## config.mk

```make
export PLATFORM = sky130hd
export DESIGN_NAME = bcd_to_bin_seq
export DESIGN_NICKNAME = d
export VERILOG_FILES = /design/src/rtl/bcd_to_bin_seq.sv
export SDC_FILE = /design/constraint.sdc
export NUM_CORES = 1
export LEC_CHECK = 0
export ABC_CLOCK_PERIOD_IN_PS = 2520
export BUFFER_PORTS_ARGS = -buffer_cell sky130_fd_sc_hd__buf_2
export CAP_MARGIN = 20
export CORE_MARGIN = 2
export CORE_UTILIZATION = 45
export CTS_CLUSTER_SIZE = 8
export DETAILED_ROUTE_END_ITERATION = 6
export GPL_ROUTABILITY_DRIVEN = 0
export HOLD_SLACK_MARGIN = 0.15
export PLACE_DENSITY = 0.75
export SYNTH_ARGS = -nofsm -noshare
export SYNTH_HDL_FRONTEND = slang
export SYNTH_SLANG_ARGS = --single-unit
```

## constraint.sdc

```tcl
create_clock -name clk -period 2.52 [get_ports clk]
set_clock_uncertainty 0.2 [all_clocks]
set_input_delay 0.252 -clock clk [delete_from_list [all_inputs] [get_ports clk]]
set_output_delay 0.252 -clock clk [all_outputs]
set_load 0.1 [all_outputs]
```

## src/rtl/bcd_to_bin_seq.sv

```systemverilog
// Sequential three-digit BCD to 8-bit two's-complement converter.
// Reverse double-dabble: one shift per cycle, start/busy/done handshake, range and digit checks.
module bcd_to_bin_seq #(
    parameter int unsigned ITER = 10,
    parameter bit          SAT  = 1'b1
) (
    input  logic       clk,
    input  logic       rst_n,
    input  logic       start,
    input  logic [3:0] centena,
    input  logic [3:0] dezena,
    input  logic [3:0] unidade,
    input  logic       negative,
    output logic       busy,
    output logic       done,
    output logic [7:0] out,
    output logic       overflow,
    output logic       invalid
);

    localparam int unsigned CNT_W = $clog2(ITER + 1);

    typedef enum logic [1:0] {
        S_IDLE,
        S_CONV,
        S_FINISH
    } state_t;

    state_t           r_state;
    state_t           w_state_nxt;

    logic [11:0]      r_bcd;
    logic [9:0]       r_bin;
    logic             r_neg;
    logic             r_inv;
    logic [CNT_W-1:0] r_cnt;
    logic [7:0]       r_out;
    logic             r_ovf;
    logic             r_invalid;
    logic             r_done;

    logic             w_load;
    logic             w_step;
    logic             w_finish;
    logic             w_digit_bad;
    logic             w_last_iter;
    logic [11:0]      w_bcd_sh;
    logic [11:0]      w_bcd_adj;
    logic [9:0]       w_bin_sh;
    logic             w_in_range;
    logic [7:0]       w_neg_mag;
    logic [7:0]       w_result;
    logic [7:0]       w_sat_val;

    function automatic logic [3:0] f_adj(input logic [3:0] d);
        return (d >= 4'd8) ? (d - 4'd3) : d;
    endfunction

    assign w_digit_bad = (centena > 4'd9) | (dezena > 4'd9) | (unidade > 4'd9);
    assign w_last_iter = (r_cnt == CNT_W'(ITER - 1));

    // One reverse double-dabble step: the bcd LSB falls into the binary MSB.
    assign w_bcd_sh  = {1'b0, r_bcd[11:1]};
    assign w_bin_sh  = {r_bcd[0], r_bin[9:1]};
    assign w_bcd_adj = {f_adj(w_bcd_sh[11:8]), f_adj(w_bcd_sh[7:4]), f_adj(w_bcd_sh[3:0])};

    // Only the low byte of the negated magnitude is ever kept.
    assign w_neg_mag  = ~r_bin[7:0] + 8'd1;
    assign w_in_range = r_neg ? (r_bin <= 10'd128) : (r_bin <= 10'd127);
    assign w_result   = r_neg ? w_neg_mag : r_bin[7:0];
    assign w_sat_val  = SAT ? (r_neg ? 8'h80 : 8'h7F) : 8'h00;

    always_ff @(posedge clk or negedge rst_n) begin
        if (!rst_n) begin
            r_state <= S_IDLE;
        end else begin
            r_state <= w_state_nxt;
        end
    end

    always_comb begin
        w_state_nxt = r_state;
        w_load      = 1'b0;
        w_step      = 1'b0;
        w_finish    = 1'b0;
        busy        = 1'b0;
        unique case (r_state)
            S_IDLE: begin
                if (start) begin
                    w_load      = 1'b1;
                    w_state_nxt = w_digit_bad ? S_FINISH : S_CONV;
                end
            end
            S_CONV: begin
                busy   = 1'b1;
                w_step = 1'b1;
                if (w_last_iter) begin
                    w_state_nxt = S_FINISH;
                end
            end
            S_FINISH: begin
                busy        = 1'b1;
                w_finish    = 1'b1;
                w_state_nxt = S_IDLE;
            end
            default: begin
                w_state_nxt = S_IDLE;
            end
        endcase
    end

    always_ff @(posedge clk or negedge rst_n) begin
        if (!rst_n) begin
            r_bcd     <= '0;
            r_bin     <= '0;
            r_neg     <= 1'b0;
            r_inv     <= 1'b0;
            r_cnt     <= '0;
            r_out     <= '0;
            r_ovf     <= 1'b0;
            r_invalid <= 1'b0;
            r_done    <= 1'b0;
        end else begin
            r_done <= w_finish;
            if (w_load) begin
                r_bcd <= {centena, dezena, unidade};
                r_neg <= negative;
                r_inv <= w_digit_bad;
                r_bin <= '0;
                r_cnt <= '0;
            end else if (w_step) begin
                r_bcd <= w_bcd_adj;
                r_bin <= w_bin_sh;
                r_cnt <= r_cnt + 1'b1;
            end
            if (w_finish) begin
                if (r_inv) begin
                    r_invalid <= 1'b1;
                    r_ovf     <= 1'b0;
                    r_out     <= '0;
                end else begin
                    r_invalid <= 1'b0;
                    r_ovf     <= ~w_in_range;
                    r_out     <= w_in_range ? w_result : w_sat_val;
                end
            end
        end
    end

    assign done     = r_done;
    assign out      = r_out;
    assign overflow = r_ovf;
    assign invalid  = r_invalid;

endmodule

```

==> flow_metrics.tcl <==
set metrics [dict create \
    insertion_delay_ps 290 \
    synth_edf_count 0 \
    p_clk_frac 0.203 \
    setup_viol 0 \
    synth_nets 259 \
    synth_area_sq_mm 0.002222 \
    p_comb_frac 0.423 \
    vias 1743 \
    status "finished clean" \
    cell_internal_pwr_mw 1.527 \
    tightestPinTransition_ps 921.4 \
    drive_gt1_frac 0.1679 \
    drt_iter0_drc 109 \
    firstDrtPassIters 4 \
    reg2reg_slack_ps 520 \
    worst_ep_required_time_ps 2480 \
    coreArea_sq_mm 0.004755 \
    die_x_um 74.27 \
    slew_violations 0 \
    rsz0062_at_grt "no" \
    hold_path.class "reg2reg" \
    initial_core_util 0.4674 \
    relSlewSlack 0.3858 \
    num_antenna_cells 0 \
    period_minus_slack_ps 2001 \
    ys_async_sr_fraction 1.000 \
    pre_cts_ws_ps 580.5 \
    final.setup.tns_ps 0 \
    final_area_sq_mm 0.002693 \
    peakVddDrop_uv 483.1 \
    dp_hpwl_um 2964 \
    synth.avg_cell_area_sq_um 9.537 \
    cap_violations 0 \
    p_sw_mw 1.135 \
    cp-end-kind "flip-flop" \
    path_clk_slew_ps 80 \
    cts-buffers-inserted 5 \
    grt_antenna_before_repair 0 \
    ys_seq_elements 41 \
    grt_max_degree 42 \
    fmax_ghz 0.4998 \
    place_area_sq_mm 0.002426 \
    dieArea_sq_mm 0.005516 \
    arrival_ps 1960 \
    htree_num_levels 2 \
    period_share 0.7939 \
    leakagePower_nw 1.192 \
    chipHeight_um 74.27 \
    io_pins 28 \
    wirelength_um 4446 \
    grt_pass1_vias 1668 \
    whs_ps 314.0 \
    path_max_fanout 6 \
    cts.sinks 41 \
    numPortBuffers 27 \
    grt_usage 0.1759 \
    yosysSeqAreaShare 0.4617 \
    areaGrowthSynthToFinish_pct 21.17 \
    synth_cell_type_count 39 \
    powerDensity_mw_per_mm2 988.7 \
    grt-ovfl-total 0 \
    layout.nets 299 \
    pwr-share-seq 0.374 \
    route.detailed.wl_per_inst_um 13.04 \
    switching_share 0.4265 \
    worst_slack_ps 519.4 \
    timing_hold_violations_final 0 \
    drc 0 \
    postRouteAntennaNets 0 \
    critPathKind "reg2reg" \
    synth-main-ff-cell "dfrtp_1" \
    root_buffer "clkbuf_8" \
    cts_buffer_depth 2 \
    startpoint_type "flip-flop" \
    ys.warnings.count 0 \
    grt_pass1_wl_um 7403 \
    synthCells 233 \
    cts_tree "done" \
    rows 25 \
    viasPerCell 5.111 \
]
[metal layers]
| layer | share of wire | routed length [um] | track usage | vias to the layer above |
|---|---|---|---|---|
| met5 | 0 | 0 | 0 | - |
| met4 | 0.031 | 136 | 0.08730 | 0 |
| met3 | 0.033 | 146 | 0.04743 | 13 |
| met2 | 0.49 | 2164 | 0.2847 | 36 |
| met1 | 0.45 | 1999 | 0.2177 | 819 |
| li1 | - | - | - | 875 |
[power groups by stage]
stage | combinational (mW) | clock [mW] | sequential (mW)
2_1_floorplan | 0.668 | 0 | 1.22
6_report | 1.13 | 0.540 | 0.996
4_1_cts | 1.13 | 0.560 | 0.993
3_3_place_gp | 1.10 | 0 | 0.999
3_5_place_dp | 1.11 | 0 | 1.00
5_1_grt | 1.23 | 0.588 | 1.02
[logic make-up (layout without fill, tap and decap cells)]
| group | after synthesis | count (layout) | synth area share |
|---|---|---|---|
| simple gates | 72 | 72 | 0.1537 |
| compound gates | 50 | 50 | 0.1475 |
| flops | 41 | 41 | 0.4617 |
| buf+inv | 32 | 73 | 0.05799 |
| mux | 19 | 19 | 0.08727 |
| fa+ha+maj | 10 | 10 | 0.05631 |
| xor+xnor | 9 | 9 | 0.03547 |
[what timing repair did]
item	4_1_cts	5_1_grt
endpoints found under the setup margin	0	0
endpoints found under the hold margin	57	0
gates resized for setup	0	0
hold buffers	15	0
setup buffers	0	0
[cell usage after synthesis, drive strengths merged, types with 2 or more instances]
| library cell | instances | share of area |
|---|---|---|
| nor3 | 2 | 0.0045 |
| mux2i | 16 | 0.072 |
| buf | 2 | 0.0073 |
| xor2 | 2 | 0.0079 |
| nand2b | 7 | 0.020 |
| o22ai | 7 | 0.020 |
| inv | 19 | 0.032 |
| nand2 | 22 | 0.037 |
| nor2b | 5 | 0.014 |
| a211oi | 2 | 0.0068 |
| o21ai | 21 | 0.047 |
| a21oi | 2 | 0.0045 |
| a31oi | 4 | 0.014 |
| nor2 | 26 | 0.044 |
| nor4 | 4 | 0.018 |
| o31ai | 3 | 0.010 |
| mux2 | 3 | 0.015 |
| and2 | 2 | 0.0056 |
| ha | 10 | 0.056 |
| clkbuf | 11 | 0.019 |
| o211ai | 2 | 0.0068 |
| dfrtp | 41 | 0.46 |
| xnor2 | 7 | 0.028 |
[metrics by stage]
| stage | power (mW) | std cells | util |
|---|---|---|---|
| 2_1_floorplan | 1.888 | 233 | - |
| 3_5_place_dp | 2.118 | 318 | 0.5103 |
| 5_1_grt | 2.840 | 341 | 0.5663 |
| 3_3_place_gp | 2.100 | 318 | 0.5103 |
| 6_report | 2.662 | 341 | 0.5663 |
| 4_1_cts | 2.688 | 341 | 0.5663 |
[flip-flops by register name, summed over array words and instances, names as in the netlist]
name,count
done,1
invalid,1
out,8
overflow,1
r_bcd,12
r_bin,10
r_cnt,4
r_inv,1
r_neg,1
r_state,2
[worst max-delay path, cell delays in order (launching register included)]
cell     delay, ps
dfrtp_1        450
inv_1          100
ha_1           250
nor2b_1        230
a31oi_2        190
nor4_1         350
o22ai_1        110
[final timing paths]
kind                           from  endpoint  cells past startpoint
max                        r_bin[1]    out[6]                      6
min                         invalid   invalid                      1
max reg2reg                r_bin[1]    out[6]                      6
min reg2reg                 invalid   invalid                      1
max in group asynchronous     rst_n     r_neg                      2
min in group asynchronous     rst_n  r_bin[2]                      2
[layout make-up]
type / count / area, sq um
timing repair buffer: 46 / 327.8
inverter: 19 / 71.32
tap: 67 / 83.83
clock buffer: 7 / 86.33
fill: 429 / 2062
multi-input combinational: 160 / 1067
clock inverter: 1 / 30.03
sequential: 41 / 1026
[layout by cell type (no fill, tap or decap), types with 5 or more instances in the layout]
cell and count:
o22ai_1 7, nand2b_1 7, dlygate4sd3_1 15, dfrtp_1 41
buf_2 27, o21ai_0 21, clkbuf_8 6, nand2_1 22
nor2b_1 5, inv_1 19, xnor2_1 7, nor2_1 26
mux2i_1 16, ha_1 10
No activity file was read; power rests on OpenSTA's default activity.
